==> config.mk <==
export PLATFORM = sky130hd
export DESIGN_NAME = crack_host_sequencer_flat
export DESIGN_NICKNAME = d
export VERILOG_FILES = /design/src/rtl/crack_host_sequencer_pkg.sv /design/src/rtl/crack_host_sequencer_if.sv /design/src/rtl/crack_host_sequencer_timer.sv /design/src/rtl/crack_host_sequencer.sv /design/src/flat_wrapper.sv
export SDC_FILE = /design/constraint.sdc
export NUM_CORES = 1
export LEC_CHECK = 0
export ABC_AREA = 1
export BUFFER_PORTS_ARGS = -buffer_cell sky130_fd_sc_hd__buf_4
export CORE_ASPECT_RATIO = 0.6
export CORE_MARGIN = 2
export CORE_UTILIZATION = 39
export CTS_BUF_LIST = sky130_fd_sc_hd__clkbuf_8
export DETAILED_ROUTE_END_ITERATION = 8
export SETUP_SLACK_MARGIN = 0.15
export SLEW_MARGIN = 20
export SYNTH_ARGS = -nofsm -noshare
export SYNTH_HDL_FRONTEND = slang
export SYNTH_HIERARCHICAL = 1
export SYNTH_SLANG_ARGS = --single-unit
==> constraint.sdc <==
create_clock -name clk -period 2.4 [get_ports clk]
set_input_delay 0.48 -clock clk [delete_from_list [all_inputs] [get_ports clk]]
set_output_delay 0.48 -clock clk [all_outputs]
set_load 0.1 [all_outputs]
==> src/rtl/crack_host_sequencer_pkg.sv <==
// Shared types and constants for the cracker host sequencer.
package crack_host_pkg;

  localparam int unsigned HASH_BYTES = 16;
  localparam logic [7:0]  DONE_BYTE  = 8'h00;

  typedef enum logic [3:0] {
    GET_COUNT,
    LOAD_WAIT,
    LOAD_STROBE,
    LOAD_SETTLE,
    GO_WAIT,
    GO_STROBE,
    GO_SETTLE,
    RESULT_WAIT,
    READ_CAPTURE,
    READ_EMIT,
    READ_STROBE,
    READ_SETTLE,
    DONE_EMIT
  } state_e;

endpackage

==> src/rtl/crack_host_sequencer_if.sv <==
// Host-side byte streams: command bytes in, result records out.
interface crack_host_sequencer_if;

  logic       cmd_valid;
  logic       cmd_ready;
  logic [7:0] cmd_data;
  logic       res_valid;
  logic       res_ready;
  logic [7:0] res_data;
  logic       res_last;
  logic       res_done;

  modport master (
    output cmd_valid, cmd_data, res_ready,
    input  cmd_ready, res_valid, res_data, res_last, res_done
  );

  modport slave (
    input  cmd_valid, cmd_data, res_ready,
    output cmd_ready, res_valid, res_data, res_last, res_done
  );

endinterface

==> src/rtl/crack_host_sequencer_timer.sv <==
// Down-counter shared by the strobe and settle phases; expired_c is high at zero.
module crack_strobe_timer #(
  parameter int unsigned W = 4
) (
  input  logic         clk,
  input  logic         rst,
  input  logic         load,
  input  logic [W-1:0] load_value,
  output logic         expired_c
);

  logic [W-1:0] cnt_q;

  always_ff @(posedge clk or posedge rst) begin
    if (rst) begin
      cnt_q <= '0;
    end else if (load) begin
      cnt_q <= load_value;
    end else if (cnt_q != '0) begin
      cnt_q <= cnt_q - W'(1);
    end
  end

  assign expired_c = (cnt_q == '0);

endmodule

==> src/rtl/crack_host_sequencer.sv <==
// Drives the cracker core's byte-serial handshake from a host byte stream:
// loads a hash batch, pulses go, and streams back each 21-byte match record.
module crack_host_sequencer
  import crack_host_pkg::*;
#(
  parameter int unsigned MAX_HASHES    = 16,
  parameter int unsigned STROBE_CYCLES = 8,
  parameter int unsigned SETTLE_CYCLES = 8,
  parameter int unsigned PW_BYTES      = 21
) (
  input  logic                    clk,
  input  logic                    reset,
  crack_host_sequencer_if.slave   host,
  output logic [7:0]              ck_new_hash_byte,
  output logic                    ck_store_hash_byte,
  output logic                    ck_go,
  input  logic                    ck_match_found,
  input  logic                    ck_my_turn,
  input  logic [7:0]              ck_password_byte,
  output logic                    busy,
  output logic                    err_count
);

  localparam int unsigned TMR_MAX = (STROBE_CYCLES > SETTLE_CYCLES) ? STROBE_CYCLES : SETTLE_CYCLES;
  localparam int unsigned TMR_W   = $clog2(TMR_MAX + 1);
  localparam int unsigned BL_W    = $clog2(MAX_HASHES * HASH_BYTES + 1);
  localparam int unsigned IDX_W   = ($clog2(PW_BYTES) > 0) ? $clog2(PW_BYTES) : 1;

  localparam logic [TMR_W-1:0] STROBE_LOAD = TMR_W'(STROBE_CYCLES - 1);
  localparam logic [TMR_W-1:0] SETTLE_LOAD = TMR_W'(SETTLE_CYCLES - 1);
  localparam logic [IDX_W-1:0] LAST_IDX    = IDX_W'(PW_BYTES - 1);

  state_e            state_q, state_d;
  logic              turn_meta, turn_s;
  logic [BL_W-1:0]   bytes_left_q, bytes_left_d;
  logic [IDX_W-1:0]  byte_idx_q, byte_idx_d;
  logic              err_d;
  logic [7:0]        hash_byte_d;
  logic [7:0]        res_data_d;
  logic              cmd_ready_d, res_valid_d, res_last_d, res_done_d;
  logic              store_d, go_d, busy_d;
  logic              timer_load;
  logic [TMR_W-1:0]  timer_value;
  logic              timer_exp;
  logic              cmd_acc, res_acc, count_ok;

  crack_strobe_timer #(.W(TMR_W)) u_timer (
    .clk        (clk),
    .rst        (reset),
    .load       (timer_load),
    .load_value (timer_value),
    .expired_c  (timer_exp)
  );

  // Next-state, datapath updates and registered-output decode
  always_comb begin
    state_d      = state_q;
    bytes_left_d = bytes_left_q;
    byte_idx_d   = byte_idx_q;
    err_d        = err_count;
    hash_byte_d  = ck_new_hash_byte;
    res_data_d   = host.res_data;
    timer_load   = 1'b0;
    timer_value  = STROBE_LOAD;

    cmd_acc  = host.cmd_valid & host.cmd_ready;
    res_acc  = host.res_valid & host.res_ready;
    count_ok = (host.cmd_data != 8'h00) && (32'(host.cmd_data) <= MAX_HASHES);

    case (state_q)
      GET_COUNT: begin
        if (cmd_acc) begin
          if (count_ok) begin
            bytes_left_d = BL_W'(32'(host.cmd_data) * HASH_BYTES);
            err_d        = 1'b0;
            state_d      = LOAD_WAIT;
          end else begin
            err_d = 1'b1;
          end
        end
      end
      LOAD_WAIT: begin
        if (cmd_acc) begin
          hash_byte_d = host.cmd_data;
          state_d     = LOAD_STROBE;
          timer_load  = 1'b1;
        end
      end
      LOAD_STROBE: begin
        if (timer_exp) begin
          state_d     = LOAD_SETTLE;
          timer_load  = 1'b1;
          timer_value = SETTLE_LOAD;
        end
      end
      LOAD_SETTLE: begin
        if (timer_exp) begin
          bytes_left_d = bytes_left_q - BL_W'(1);
          state_d      = (bytes_left_q == BL_W'(1)) ? GO_WAIT : LOAD_WAIT;
        end
      end
      GO_WAIT: begin
        if (turn_s) begin
          state_d    = GO_STROBE;
          timer_load = 1'b1;
        end
      end
      GO_STROBE: begin
        if (timer_exp) begin
          state_d     = GO_SETTLE;
          timer_load  = 1'b1;
          timer_value = SETTLE_LOAD;
        end
      end
      GO_SETTLE: begin
        if (timer_exp) begin
          state_d = RESULT_WAIT;
        end
      end
      RESULT_WAIT: begin
        if (turn_s) begin
          if (ck_match_found) begin
            byte_idx_d = '0;
            state_d    = READ_CAPTURE;
          end else begin
            res_data_d = DONE_BYTE;
            state_d    = DONE_EMIT;
          end
        end
      end
      READ_CAPTURE: begin
        res_data_d = ck_password_byte;
        state_d    = READ_EMIT;
      end
      READ_EMIT: begin
        // No go until the sink takes the byte, so the cracker simply stalls.
        if (res_acc) begin
          state_d    = READ_STROBE;
          timer_load = 1'b1;
        end
      end
      READ_STROBE: begin
        if (timer_exp) begin
          state_d     = READ_SETTLE;
          timer_load  = 1'b1;
          timer_value = SETTLE_LOAD;
        end
      end
      READ_SETTLE: begin
        // Timer stays expired at zero, so this also serves as the wait for the next byte.
        if (timer_exp) begin
          if (byte_idx_q == LAST_IDX) begin
            state_d = RESULT_WAIT;
          end else if (turn_s) begin
            byte_idx_d = byte_idx_q + IDX_W'(1);
            state_d    = READ_CAPTURE;
          end
        end
      end
      DONE_EMIT: begin
        if (res_acc) begin
          state_d = GET_COUNT;
        end
      end
      default: state_d = GET_COUNT;
    endcase

    // turn_meta is next cycle's turn_s, keeping cmd_ready aligned with the state it gates
    cmd_ready_d = (state_d == GET_COUNT) || ((state_d == LOAD_WAIT) && turn_meta);
    res_valid_d = (state_d == READ_EMIT) || (state_d == DONE_EMIT);
    res_last_d  = (state_d == DONE_EMIT) || ((state_d == READ_EMIT) && (byte_idx_d == LAST_IDX));
    res_done_d  = (state_d == DONE_EMIT);
    store_d     = (state_d == LOAD_STROBE);
    go_d        = (state_d == GO_STROBE) || (state_d == READ_STROBE);
    busy_d      = (state_d != GET_COUNT);
  end

  // State, synchronizer, counters and registered outputs
  always_ff @(posedge clk or posedge reset) begin
    if (reset) begin
      state_q            <= GET_COUNT;
      turn_meta          <= 1'b0;
      turn_s             <= 1'b0;
      bytes_left_q       <= '0;
      byte_idx_q         <= '0;
      err_count          <= 1'b0;
      ck_new_hash_byte   <= 8'h00;
      ck_store_hash_byte <= 1'b0;
      ck_go              <= 1'b0;
      busy               <= 1'b0;
      host.cmd_ready     <= 1'b0;
      host.res_valid     <= 1'b0;
      host.res_data      <= 8'h00;
      host.res_last      <= 1'b0;
      host.res_done      <= 1'b0;
    end else begin
      state_q            <= state_d;
      turn_meta          <= ck_my_turn;
      turn_s             <= turn_meta;
      bytes_left_q       <= bytes_left_d;
      byte_idx_q         <= byte_idx_d;
      err_count          <= err_d;
      ck_new_hash_byte   <= hash_byte_d;
      ck_store_hash_byte <= store_d;
      ck_go              <= go_d;
      busy               <= busy_d;
      host.cmd_ready     <= cmd_ready_d;
      host.res_valid     <= res_valid_d;
      host.res_data      <= res_data_d;
      host.res_last      <= res_last_d;
      host.res_done      <= res_done_d;
    end
  end

endmodule

==> src/flat_wrapper.sv <==
// flat-port wrapper written by rule: the top's interface ports become plain ports
module crack_host_sequencer_flat import crack_host_pkg::*;
#(
  parameter int unsigned MAX_HASHES    = 16,
  parameter int unsigned STROBE_CYCLES = 8,
  parameter int unsigned SETTLE_CYCLES = 8,
  parameter int unsigned PW_BYTES      = 21
)
  (clk, reset, ck_new_hash_byte, ck_store_hash_byte, ck_go, ck_match_found, ck_my_turn, ck_password_byte, busy, err_count, host_cmd_valid, host_cmd_data, host_res_ready, host_cmd_ready, host_res_valid, host_res_data, host_res_last, host_res_done);
  crack_host_sequencer_if host_i ();
  input  logic clk;
  input  logic reset;
  output logic [7:0] ck_new_hash_byte;
  output logic ck_store_hash_byte;
  output logic ck_go;
  input  logic ck_match_found;
  input  logic ck_my_turn;
  input  logic [7:0] ck_password_byte;
  output logic busy;
  output logic err_count;
  input wire logic [$bits(host_i.cmd_valid)-1:0] host_cmd_valid;
  input wire logic [$bits(host_i.cmd_data)-1:0] host_cmd_data;
  input wire logic [$bits(host_i.res_ready)-1:0] host_res_ready;
  output wire logic [$bits(host_i.cmd_ready)-1:0] host_cmd_ready;
  output wire logic [$bits(host_i.res_valid)-1:0] host_res_valid;
  output wire logic [$bits(host_i.res_data)-1:0] host_res_data;
  output wire logic [$bits(host_i.res_last)-1:0] host_res_last;
  output wire logic [$bits(host_i.res_done)-1:0] host_res_done;
  assign host_i.cmd_valid = host_cmd_valid;
  assign host_i.cmd_data = host_cmd_data;
  assign host_i.res_ready = host_res_ready;
  assign host_cmd_ready = host_i.cmd_ready;
  assign host_res_valid = host_i.res_valid;
  assign host_res_data = host_i.res_data;
  assign host_res_last = host_i.res_last;
  assign host_res_done = host_i.res_done;
  crack_host_sequencer #(.MAX_HASHES(MAX_HASHES), .STROBE_CYCLES(STROBE_CYCLES), .SETTLE_CYCLES(SETTLE_CYCLES), .PW_BYTES(PW_BYTES)) u_core (.clk(clk), .reset(reset), .host(host_i), .ck_new_hash_byte(ck_new_hash_byte), .ck_store_hash_byte(ck_store_hash_byte), .ck_go(ck_go), .ck_match_found(ck_match_found), .ck_my_turn(ck_my_turn), .ck_password_byte(ck_password_byte), .busy(busy), .err_count(err_count));
endmodule
==> results_dict.tcl, run 1 <==
set metrics [dict create \
    outcome "finished, final reports clean" \
    pin_count 46 \
    globalRoute.busiestLayer "met1" \
    setup_repair_after_global_routing_missed_its_margin "no" \
    viasPerCell 4.75 \
    via_count 2409 \
    gr-total-overflow 0 \
    grtUsageMet3_pct 4.20 \
    place.gp.congestion 0.936 \
    slew-limit-headroom_pct 44.3 \
    crit-reg2reg-capture "u_core/host.res_last$_DFF_PP0_" \
    setup_slack_ns 0.346 \
    finish.utilization_pct 49.4 \
    antenna_violations_before_repair 0 \
    critPathSlowestCell "dfrtp_1" \
    worst_path_dominant_cell_family "simple AND/OR/NAND/NOR gates" \
    synth.area.top_cells "dfrtp_1, nand2_1, inv_1" \
    placedInstanceArea_sq_um 3200 \
    post-place-ws_ns 0.253 \
    postSynthCellCount 367 \
    dpl.hpwl_microns 4880 \
    worst_r2r_startpoint "u_core/u_timer/cnt_q[0]$_DFFE_PP0P_" \
    ys_seq_area_share_pct 43.8 \
    timing.reg2reg.worst_path_depth 13 \
    first_iter_violations 194 \
    worst_setup_path_end_kind "register" \
    tns_ns 0 \
    post_synth_num_cell_types 33 \
    cp_slowest_stage_delay_ns 0.37 \
    classification_of_the_worst_slack_hold_path "input pin to asynchronous set/reset pin" \
    groute.usage.overall_pct 17.7 \
    ys_ff_latch 48 \
    grt_max_degree 24 \
    floorplan.die.height_microns 68.9 \
    core-area_sq_um 6730 \
    synth_edf_count 0 \
    cp_num_buf_inv 4 \
    p_per_area_nw_per_um2 1110 \
    yosysWarnings 6 \
    die_width_microns 112 \
    drtAntennaViolNets 0 \
    detailedRoute.firstPassIterationCount 4 \
    nNetsFinal 446 \
    cts_max_path_buffers 2 \
    post-synth-top-area-fraction_pct 43.8 \
    critical_path.most_common_cell "inv_1" \
    final_layout_size_suffix_gt1_share_pct 21.7 \
    period_needed_ns 2.05 \
    clock_root_buffer "clkbuf_8" \
    wire_length_of_the_first_global_routing_pass_microns 10700 \
    slew_violations 0 \
    floorplan.initialDensity_pct 40.7 \
    layout-area-overhead-vs-synth_pct 21.3 \
    route.detailed.wl_per_inst_microns 12.5 \
    antenna_cells 0 \
    cp_cell_sequence "inv_1 > ha_1 > nand2_2 > clkinvlp_4 > nand2_1 > inv_1 > nand2_1 > nand2_2 > inv_1 > nor2_2 > nand3_2 > nand3_1 > o21bai_1" \
    tightestPinTransition_ns 0.830 \
    critPathArrivalTime_ns 2.29 \
    worst_clock_skew_ns 0.00482 \
    synth.avg_cell_area_sq_um 7.47 \
    maxClockFrequency_mhz 487 \
    syn_area_sq_um 2740 \
    max_cap_viol_count 0 \
    p_leak_nw 1.73 \
    synthDominantAreaCellType "dfrtp_1" \
    std_cell_rows 23 \
    timing.setup.critical_path_class "register to register" \
    ys_dominant_reg_cell "dfrtp_1" \
    reg2reg_slack_ns 0.35 \
    synthArstFlopShare_pct 100 \
    post-route-period-util_pct 85.6 \
    number_of_global_route_vias_before_repair 2116 \
    timing.critical_path.fanout_max 8 \
    grt.met1_usage_pct 29.1 \
    report.final.setup_viol 0 \
    crit_path_start "u_core/u_timer/cnt_q[0]$_DFFE_PP0P_" \
    cts_tree "built" \
    htree_levels 2 \
    dieArea_sq_um 7730 \
    portBuffers 45 \
    detail_route.drc_violations 0 \
    ir_drop_mv 0.960 \
    clkLatencyLatePin_ns 0.30 \
    critical_path.startpoint_type "register" \
    clock_sink_count 48 \
    tritoncts.num_buffers 5 \
    grt_use_met2_pct 21.5 \
    clkTransAtPathRegs_ns 0.09 \
    cp_data_required_time_ns 2.64 \
    finalInstanceArea_sq_um 3320 \
    detail_route.wirelength_microns 6350 \
    number_of_hold_violations_in_the_final_report 0 \
]
-- worst register-to-register path, delay by kind of cell, from the launching register on --
family	cells	cell delay (ns)
AOI/OAI and AO/OA	1	0.14
adders and majority gates	1	0.24
buffers and inverters	4	0.47
DFF	1	0.37
and+or+nand+nor	7	0.77
-- metrics by stage --
step / cells / hold slack, ns / power, mW
finish: 507 / 0.0638 / 3.70
global placement: 499 / 0.373 / 3.10
CTS: 507 / 0.0578 / 3.72
floorplan: 369 / 0.246 / 2.68
detailed placement: 499 / 0.376 / 3.09
global route: 507 / 0.0644 / 3.95
-- what timing repair did --
| action | CTS | global route |
|---|---|---|
| hold endpoints to repair | 0 | 0 |
| buffers inserted | 0 | 0 |
| hold buffers | 0 | 0 |
| gates resized for setup | 0 | 2 |
| endpoints found under the setup margin | 0 | 12 |
-- flip-flops by register name, summed over array words and instances, names as in the netlist --
signal	flops
u_core/bytes_left_q	9
u_core/ck_new_hash_byte	8
u_core/host.res_data	8
u_core/byte_idx_q	5
u_core/state_q	4
u_core/u_timer/cnt_q	4
u_core/busy	1
u_core/ck_go	1
u_core/ck_store_hash_byte	1
u_core/err_count	1
u_core/host.cmd_ready	1
u_core/host.res_done	1
u_core/host.res_last	1
u_core/host.res_valid	1
u_core/turn_meta	1
u_core/turn_s	1
-- power by group --
part           total [mW]  switching (mW)  internal [mW]
combinational        1.90            1.42          0.484
sequential           1.19           0.170           1.02
clock               0.604           0.290          0.314
total                3.70            1.88           1.82
-- cell type report --
class | instances | area, sq um
flip-flops and latches | 48 | 1200
multi-input cells | 251 | 1270
well taps | 87 | 109
fillers | 681 | 3410
clock buffers | 5 | 68.8
repair buffers | 48 | 373
clock inverters | 3 | 47.5
inverters | 65 | 250
-- how the worst max path moves through the flow --
| stage | cells after the start | to | slack [ns] |
|---|---|---|---|
| after CTS | 10 | u_core/bytes_left_q[1]$_DFFE_PP0P_ | 0.26 |
| after global routing | 14 | u_core/host.cmd_ready$_DFF_PP0_ | 0.15 |
| after detailed placement | 10 | u_core/bytes_left_q[1]$_DFFE_PP0P_ | 0.25 |
| after global placement | 11 | u_core/u_timer/cnt_q[0]$_DFFE_PP0P_ | 0.31 |
| after floorplan | 9 | u_core/u_timer/cnt_q[1]$_DFFE_PP0P_ | 0.30 |
| final | 13 | u_core/host.res_last$_DFF_PP0_ | 0.35 |
-- Yosys cell counts, types with 3 or more instances --
cell type	instances
nand2_2	5
xor2_1	3
ha_1	5
o21ai_1	3
nor2_4	4
o21ai_0	31
nor2_1	28
a21oi_1	6
nand3_2	6
nand2_1	95
nand3_1	34
nand4_1	6
nor2_2	7
inv_2	6
dfrtp_1	48
inv_1	58
-- layer usage --
layer / vias up / share of wire (%)
li1: 1255 / -
met1: 1092 / 59
met2: 60 / 34
met3: 2 / 6.0
met4: 0 / 0.54
met5: - / 0
-- layout by cell type (no fill, tap or decap), types with 3 or more instances in the layout --
cell      count
nand4_1       6
dfrtp_1      48
nor2_4        4
xor2_1        3
inv_2         6
inv_1        56
nor2_2        7
conb_1        4
ha_1          5
nand3_1      34
clkbuf_8      5
o21ai_1       3
nand2_1      95
nand2_2       5
o21ai_0      31
a21oi_1       6
nor2_1       28
buf_4        47
nand3_2       6
-- logic make-up after synthesis --
group / synth area share (%)
fa+ha+maj: 2.28
flops: 43.8
simple gates: 32.1
mux: 0.822
other cells: 0.274
xor+xnor: 1.28
buf+inv: 10.2
compound gates: 9.27
(Power assumes the default switching activity.)
==> run 2: changes to the inputs <==
--- a/config.mk
+++ b/config.mk
@@ -12,6 +12,7 @@
 export CORE_UTILIZATION = 39
 export CTS_BUF_LIST = sky130_fd_sc_hd__clkbuf_8
 export DETAILED_ROUTE_END_ITERATION = 8
+export PLACE_DENSITY = 0.62
 export SETUP_SLACK_MARGIN = 0.15
 export SLEW_MARGIN = 20
 export SYNTH_ARGS = -nofsm -noshare
==> run 2 against run 1 <==
Compared with the run above: core utilization grew 0.056 points; power is 1.6% lower; final cell count increased by 0.59%; hold slack lost 0.0099 ns; fmax rose by 2.4%; via count up 0.50%; die area unchanged; clock skew grew 0.0079 ns; wire length is 1.3% lower; register-to-register slack gained 0.05 ns; critical endpoint is now u_core/host.cmd_ready$_DFF_PP0_; largest cell class unchanged.
==> results_dict.tcl, run 2 (synthesized netlist as in run 1, its figures left out) <==
set metrics [dict create \
    first_iter_violations 292 \
    tritoncts.num_buffers 5 \
    antenna_cells 0 \
    detail_route.wirelength_microns 6270 \
    largest_register_ffs 9 \
    wire_length_of_the_first_global_routing_pass_microns 10600 \
    floorplan.die.height_microns 68.9 \
    reg2reg_slack_ns 0.39 \
    via_count 2421 \
    maxClockFrequency_mhz 498 \
    crit-reg2reg-capture "u_core/host.cmd_ready$_DFF_PP0_" \
    detailedRoute.firstPassIterationCount 6 \
    slew-limit-headroom_pct 41.4 \
    dp_cells 500 \
    timing.reg2reg.worst_path_depth 14 \
    number_of_hold_violations_in_the_final_report 0 \
    setup_repair_after_global_routing_missed_its_margin "no" \
    timing.setup.critical_path_class "register to register" \
    number_of_global_route_vias_before_repair 2133 \
    cellInternalPower_mw 1.76 \
    cts_tree "built" \
    floorplan.initialDensity_pct 40.7 \
    p_leak_nw 1.73 \
    tns_ns 0 \
    worst_setup_path_end_kind "register" \
    clock_root_buffer "clkbuf_8" \
    swShare_pct 51.6 \
    layout.cells.non_filler 510 \
    cp_data_required_time_ns 2.66 \
    drtAntennaViolNets 0 \
    gr-total-overflow 0 \
    ir_drop_mv 1.09 \
    route.detailed.wl_per_inst_microns 12.3 \
    biggestRegsByFlops "u_core/bytes_left_q (9), u_core/ck_new_hash_byte (8), u_core/host.res_data (8)" \
    cp_slowest_stage_delay_ns 0.40 \
    dieArea_sq_um 7730 \
    outcome "finished, final reports clean" \
    std_cell_rows 23 \
    p_per_area_nw_per_um2 1090 \
    worst_r2r_startpoint "u_core/u_timer/cnt_q[0]$_DFFE_PP0P_" \
    post-route-period-util_pct 83.6 \
    cp_num_buf_inv 4 \
    critPathSlowestCell "dfrtp_1" \
    clock_sink_count 48 \
    detail_route.drc_violations 0 \
    classification_of_the_worst_slack_hold_path "input pin to asynchronous set/reset pin" \
    portBuffers 45 \
    nNetsFinal 449 \
    tightestPinTransition_ns 0.873 \
    registers.top_by_ff_count "u_core/bytes_left_q" \
    p_seq_share_pct 32.9 \
    clkLatencyLatePin_ns 0.31 \
    pin_count 46 \
    final_layout_size_suffix_gt1_share_pct 22.2 \
    pwr-share-clk_pct 14.2 \
    cp_cell_sequence "inv_1 > ha_1 > nand2_2 > clkinvlp_4 > nand2_1 > inv_1 > nand2_1 > nand2_2 > inv_1 > nor2_2 > nand3_2 > nor2_1 > nand2_1 > nand2_1" \
    grt_max_degree 24 \
    final_cell_mix "nand2_1, inv_1, buf_4, dfrtp_1, nand3_1" \
    worst_clock_skew_ns 0.0127 \
    period_needed_ns 2.01 \
    die_width_microns 112 \
    groute.usage.overall_pct 17.5 \
    timing.critical_path.fanout_max 7 \
    max_cap_viol_count 0 \
    total_switching_power_mw 1.88 \
    finish.utilization_pct 49.4 \
    critical_path.most_common_cell "nand2_1" \
    antenna_violations_before_repair 0 \
    layout-area-overhead-vs-synth_pct 21.5 \
    mostFrequentLayoutCell "nand2_1" \
    worst_path_dominant_cell_family "simple AND/OR/NAND/NOR gates" \
    report.final.setup_viol 0 \
    cts_max_path_buffers 2 \
    critPathArrivalTime_ns 2.26 \
    htree_levels 2 \
    critical_path.startpoint_type "register" \
    num-fill-cells 660 \
    clkTransAtPathRegs_ns 0.09 \
    power.share.combinational_pct 52.9 \
    place.gp.congestion 0.986 \
    dpl.hpwl_microns 4830 \
    slew_violations 0 \
    core-area_sq_um 6730 \
    viasPerCell 4.75 \
    finalHoldWorstSlack_ns 0.0538 \
]
[run 2: cell types whose count changed in the layout (fill, tap and decap cells not counted)]
| cell | previous run | this run |
|---|---|---|
| bufinv_16 | 1 | 0 |
| clkbuf_8 | 5 | 6 |
| buf_4 | 47 | 50 |
| clkinvlp_4 | 1 | 3 |
| clkinv_4 | 2 | 0 |
[run 2: how the worst max path moves through the flow]
stage | from | end | slack [ns] | cells after the start
2_1_floorplan | u_core/host.cmd_ready$_DFF_PP0_ | u_core/u_timer/cnt_q[1]$_DFFE_PP0P_ | 0.30 | 9
3_3_place_gp | u_core/u_timer/cnt_q[0]$_DFFE_PP0P_ | u_core/ck_store_hash_byte$_DFF_PP0_ | 0.39 | 12
3_5_place_dp | u_core/u_timer/cnt_q[0]$_DFFE_PP0P_ | u_core/bytes_left_q[1]$_DFFE_PP0P_ | 0.26 | 10
4_1_cts | u_core/u_timer/cnt_q[0]$_DFFE_PP0P_ | u_core/bytes_left_q[1]$_DFFE_PP0P_ | 0.27 | 10
5_1_grt | u_core/u_timer/cnt_q[1]$_DFFE_PP0P_ | u_core/host.res_last$_DFF_PP0_ | 0.18 | 13
6_report | u_core/u_timer/cnt_q[0]$_DFFE_PP0P_ | u_core/host.cmd_ready$_DFF_PP0_ | 0.39 | 14
[run 2: repair_timing]
action | CTS | global route
setup buffers | 0 | 2
hold buffers | 0 | 0
endpoints found under the setup margin | 0 | 10
resized for setup | 0 | 2
[run 2: layout make-up]
type	instances	area, sq um	area share [%]
Clock inverter	2	15.0	0.451
Clock buffer	6	82.6	2.48
Multi-Input combinational cell	251	1270	38.3
Sequential cell	48	1200	36.1
Timing Repair Buffer	51	395	11.9
Tap cell	87	109	3.27
Inverter	65	250	7.52
[run 2: power by group through the flow]
stage | logic (mW) | registers [mW] | clock network [mW]
4_1_cts | 1.89 | 1.20 | 0.537
5_1_grt | 2.09 | 1.24 | 0.566
2_1_floorplan | 0.778 | 1.90 | 0
6_report | 1.93 | 1.20 | 0.518
3_5_place_dp | 1.89 | 1.20 | 0
3_3_place_gp | 1.89 | 1.21 | 0
[run 2: through the flow]
step	worst slack (ns)	total power, mW	area [sq um]
finish	0.393	3.64	3330
floorplan	0.300	2.68	2750
CTS	0.267	3.63	3300
global route	0.184	3.89	3330
global placement	0.387	3.10	3200
detailed placement	0.262	3.10	3200
[run 2: metal layers]
metal / vias up / part of all wire, % / GRT usage, %
li1: 1257 / - / -
met1: 1078 / 55 / 27.1
met2: 82 / 37 / 23.6
met3: 4 / 8.0 / 4.90
met4: 0 / 0.56 / 4.57
met5: - / 0 / 0
[run 2: worst reg2reg max path, delay by kind of cell (launching register included)]
| kind | cells | cell delay, ns |
|---|---|---|
| buffers and inverters | 4 | 0.43 |
| and+or+nand+nor | 9 | 0.92 |
| adders and majority gates | 1 | 0.20 |
| DFF | 1 | 0.40 |
==> run 3: changes to the inputs <==
--- a/config.mk
+++ b/config.mk
@@ -12,7 +12,7 @@
 export CORE_UTILIZATION = 39
 export CTS_BUF_LIST = sky130_fd_sc_hd__clkbuf_8
 export DETAILED_ROUTE_END_ITERATION = 8
-export PLACE_DENSITY = 0.62
+export PLACE_DENSITY = 0.64
 export SETUP_SLACK_MARGIN = 0.15
 export SLEW_MARGIN = 20
 export SYNTH_ARGS = -nofsm -noshare
==> constraint.sdc (replaced) <==
create_clock -name clk -period 1.8 [get_ports clk]
set_input_delay 0.36 -clock clk [delete_from_list [all_inputs] [get_ports clk]]
set_output_delay 0.36 -clock clk [all_outputs]
set_load 0.1 [all_outputs]
==> run 3 against run 2 <==
Compared with the run above: non-clock buffer count is 33 higher; die area stayed put; via count is 5.2% higher; final area is 13% higher; worst setup slack worse by 0.37 ns; sequential share of layout area is 3.8 points lower; critical endpoint unchanged; largest cell class unchanged; highest routed layer unchanged.
==> results_dict.tcl, run 3 (synthesized netlist as in run 1, its figures left out) <==
set metrics [dict create \
    outcome "finished, final reports clean" \
    mostFrequentLayoutCell "nand2_1" \
    floorplan.initialDensity_pct 40.7 \
    finalHoldWorstSlack_ns 0.167 \
    detail_route.drc_violations 0 \
    dpl.hpwl_microns 5140 \
    clkTransAtPathRegs_ns 0.08 \
    layout-area-overhead-vs-synth_pct 36.8 \
    critical_path.startpoint_type "register" \
    detail_route.wirelength_microns 6820 \
    core-area_sq_um 6730 \
    viasPerCell 4.69 \
    number_of_global_route_vias_before_repair 2305 \
    antenna_violations_before_repair 0 \
    portBuffers 45 \
    pin_count 46 \
    groute.usage.overall_pct 18.4 \
    clkLatencyLatePin_ns 0.30 \
    slew-limit-headroom_pct 59.2 \
    hold_path_stages 1 \
    via_count 2548 \
    slew_violations 0 \
    drtAntennaViolNets 0 \
    place.gp.congestion 0.931 \
    timing.reg2reg.worst_path_depth 13 \
    htree_levels 2 \
    worst_clock_skew_ns 0.00886 \
    gr-total-overflow 0 \
    post-place-ws_ns -0.117 \
    first_iter_violations 149 \
    setup_slack_ns 0.0226 \
    std_cell_rows 23 \
    clock_sink_count 48 \
    timing.setup.critical_path_class "register to register" \
    route.detailed.wl_per_inst_microns 12.6 \
    p_leak_nw 1.93 \
    report.final.setup_viol 0 \
    detailedRoute.firstPassIterationCount 5 \
    tightestPinTransition_ns 0.608 \
    cts_tree "built" \
    worst_setup_path_end_kind "register" \
    num-fill-cells 615 \
    wire_length_of_the_first_global_routing_pass_microns 11200 \
    registers.top_by_ff_count "u_core/bytes_left_q" \
    maxClockFrequency_mhz 563 \
    post-route-period-util_pct 98.7 \
    ir_drop_mv 1.18 \
    final_cell_mix "nand2_1, buf_4, inv_1, dfrtp_1" \
    cp_data_required_time_ns 2.04 \
    floorplan.die.height_microns 68.9 \
    critPathArrivalTime_ns 2.01 \
    largest_register_ffs 9 \
    number_of_hold_violations_in_the_final_report 0 \
    classification_of_the_worst_slack_hold_path "input pin to register" \
    dieArea_sq_um 7730 \
    antenna_cells 0 \
    biggestRegsByFlops "u_core/bytes_left_q (9), u_core/ck_new_hash_byte (8), u_core/host.res_data (8)" \
    clock_root_buffer "clkbuf_8" \
    p_per_area_nw_per_um2 1420 \
    nNetsFinal 482 \
    timing.critical_path.fanout_max 8 \
    die_width_microns 112 \
    setup_repair_after_global_routing_missed_its_margin "yes" \
    final_layout_size_suffix_gt1_share_pct 35.5 \
    period_needed_ns 1.78 \
    tritoncts.num_buffers 5 \
    grt_max_degree 21 \
    max_cap_viol_count 0 \
    cts_max_path_buffers 2 \
]
-- run 3: cell type report --
class | count | area (sq um) | area share (%)
multi-input cells | 251 | 1440 | 38.3
well taps | 87 | 109 | 2.90
repair buffers | 84 | 653 | 17.4
flip-flops and latches | 48 | 1210 | 32.3
inverters | 65 | 250 | 6.68
clock inverters | 2 | 7.51 | 0.200
clock buffers | 6 | 82.6 | 2.20
-- run 3: power breakdown --
part	switching, mW	internal (mW)	leakage (nW)
Clock	0.345	0.303	0.0538
Combinational	2.08	1.00	1.28
Sequential	0.225	1.38	0.592
-- run 3: repair_timing --
action,in CTS,in global routing
hold buffers,1,0
pin swaps,10,16
endpoints found under the hold margin,4,0
gates resized for setup,10,36
buffers inserted,5,12
endpoints found under the setup margin,20,32
-- run 3: layer usage --
metal	vias up	track usage (%)	routed length, microns
met5	-	0	0
met3	4	4.28	489
met4	0	2.74	18
li1	1321	-	-
met1	1143	29.1	3700
met2	80	25.6	2610
-- run 3: critical path, stage by stage (launching register included) --
cell        delay, ns
dfrtp_1          0.36
inv_2            0.06
ha_4             0.16
nand2_4          0.07
clkinvlp_4       0.19
inv_1            0.15
o21ai_0          0.11
inv_1            0.07
nand3_2          0.09
nor2_4           0.17
inv_2            0.06
nor2_2           0.10
nand2_1          0.07
nand2_1          0.07
-- run 3: final timing paths --
kind / start / to / slack, ns
setup / recovery: u_core/u_timer/cnt_q[0]$_DFFE_PP0P_ / u_core/host.cmd_ready$_DFF_PP0_ / 0.02
hold / removal: ck_my_turn / u_core/turn_meta$_DFF_PP0_ / 0.17
setup reg to reg: u_core/u_timer/cnt_q[0]$_DFFE_PP0P_ / u_core/host.cmd_ready$_DFF_PP0_ / 0.02
hold reg to reg: u_core/turn_meta$_DFF_PP0_ / u_core/turn_s$_DFF_PP0_ / 0.39
max in group asynchronous: reset / u_core/host.res_data[0]$_DFFE_PP0P_ / 0.65
min in group asynchronous: reset / u_core/u_timer/cnt_q[1]$_DFFE_PP0P_ / 0.53
-- run 3: stage by stage --
stage | total power, mW | utilization (%) | cell area [sq um] | TNS, ns | std cells
floorplan | 3.63 | - | 2780 | 0 | 369
global placement | 4.31 | 49.9 | 3360 | -0.504 | 517
detailed placement | 4.35 | 49.9 | 3360 | -0.668 | 517
CTS | 5.13 | 52.5 | 3540 | 0 | 531
global route | 5.70 | 55.7 | 3750 | -0.642 | 543
finish | 5.33 | 55.7 | 3750 | 0 | 543
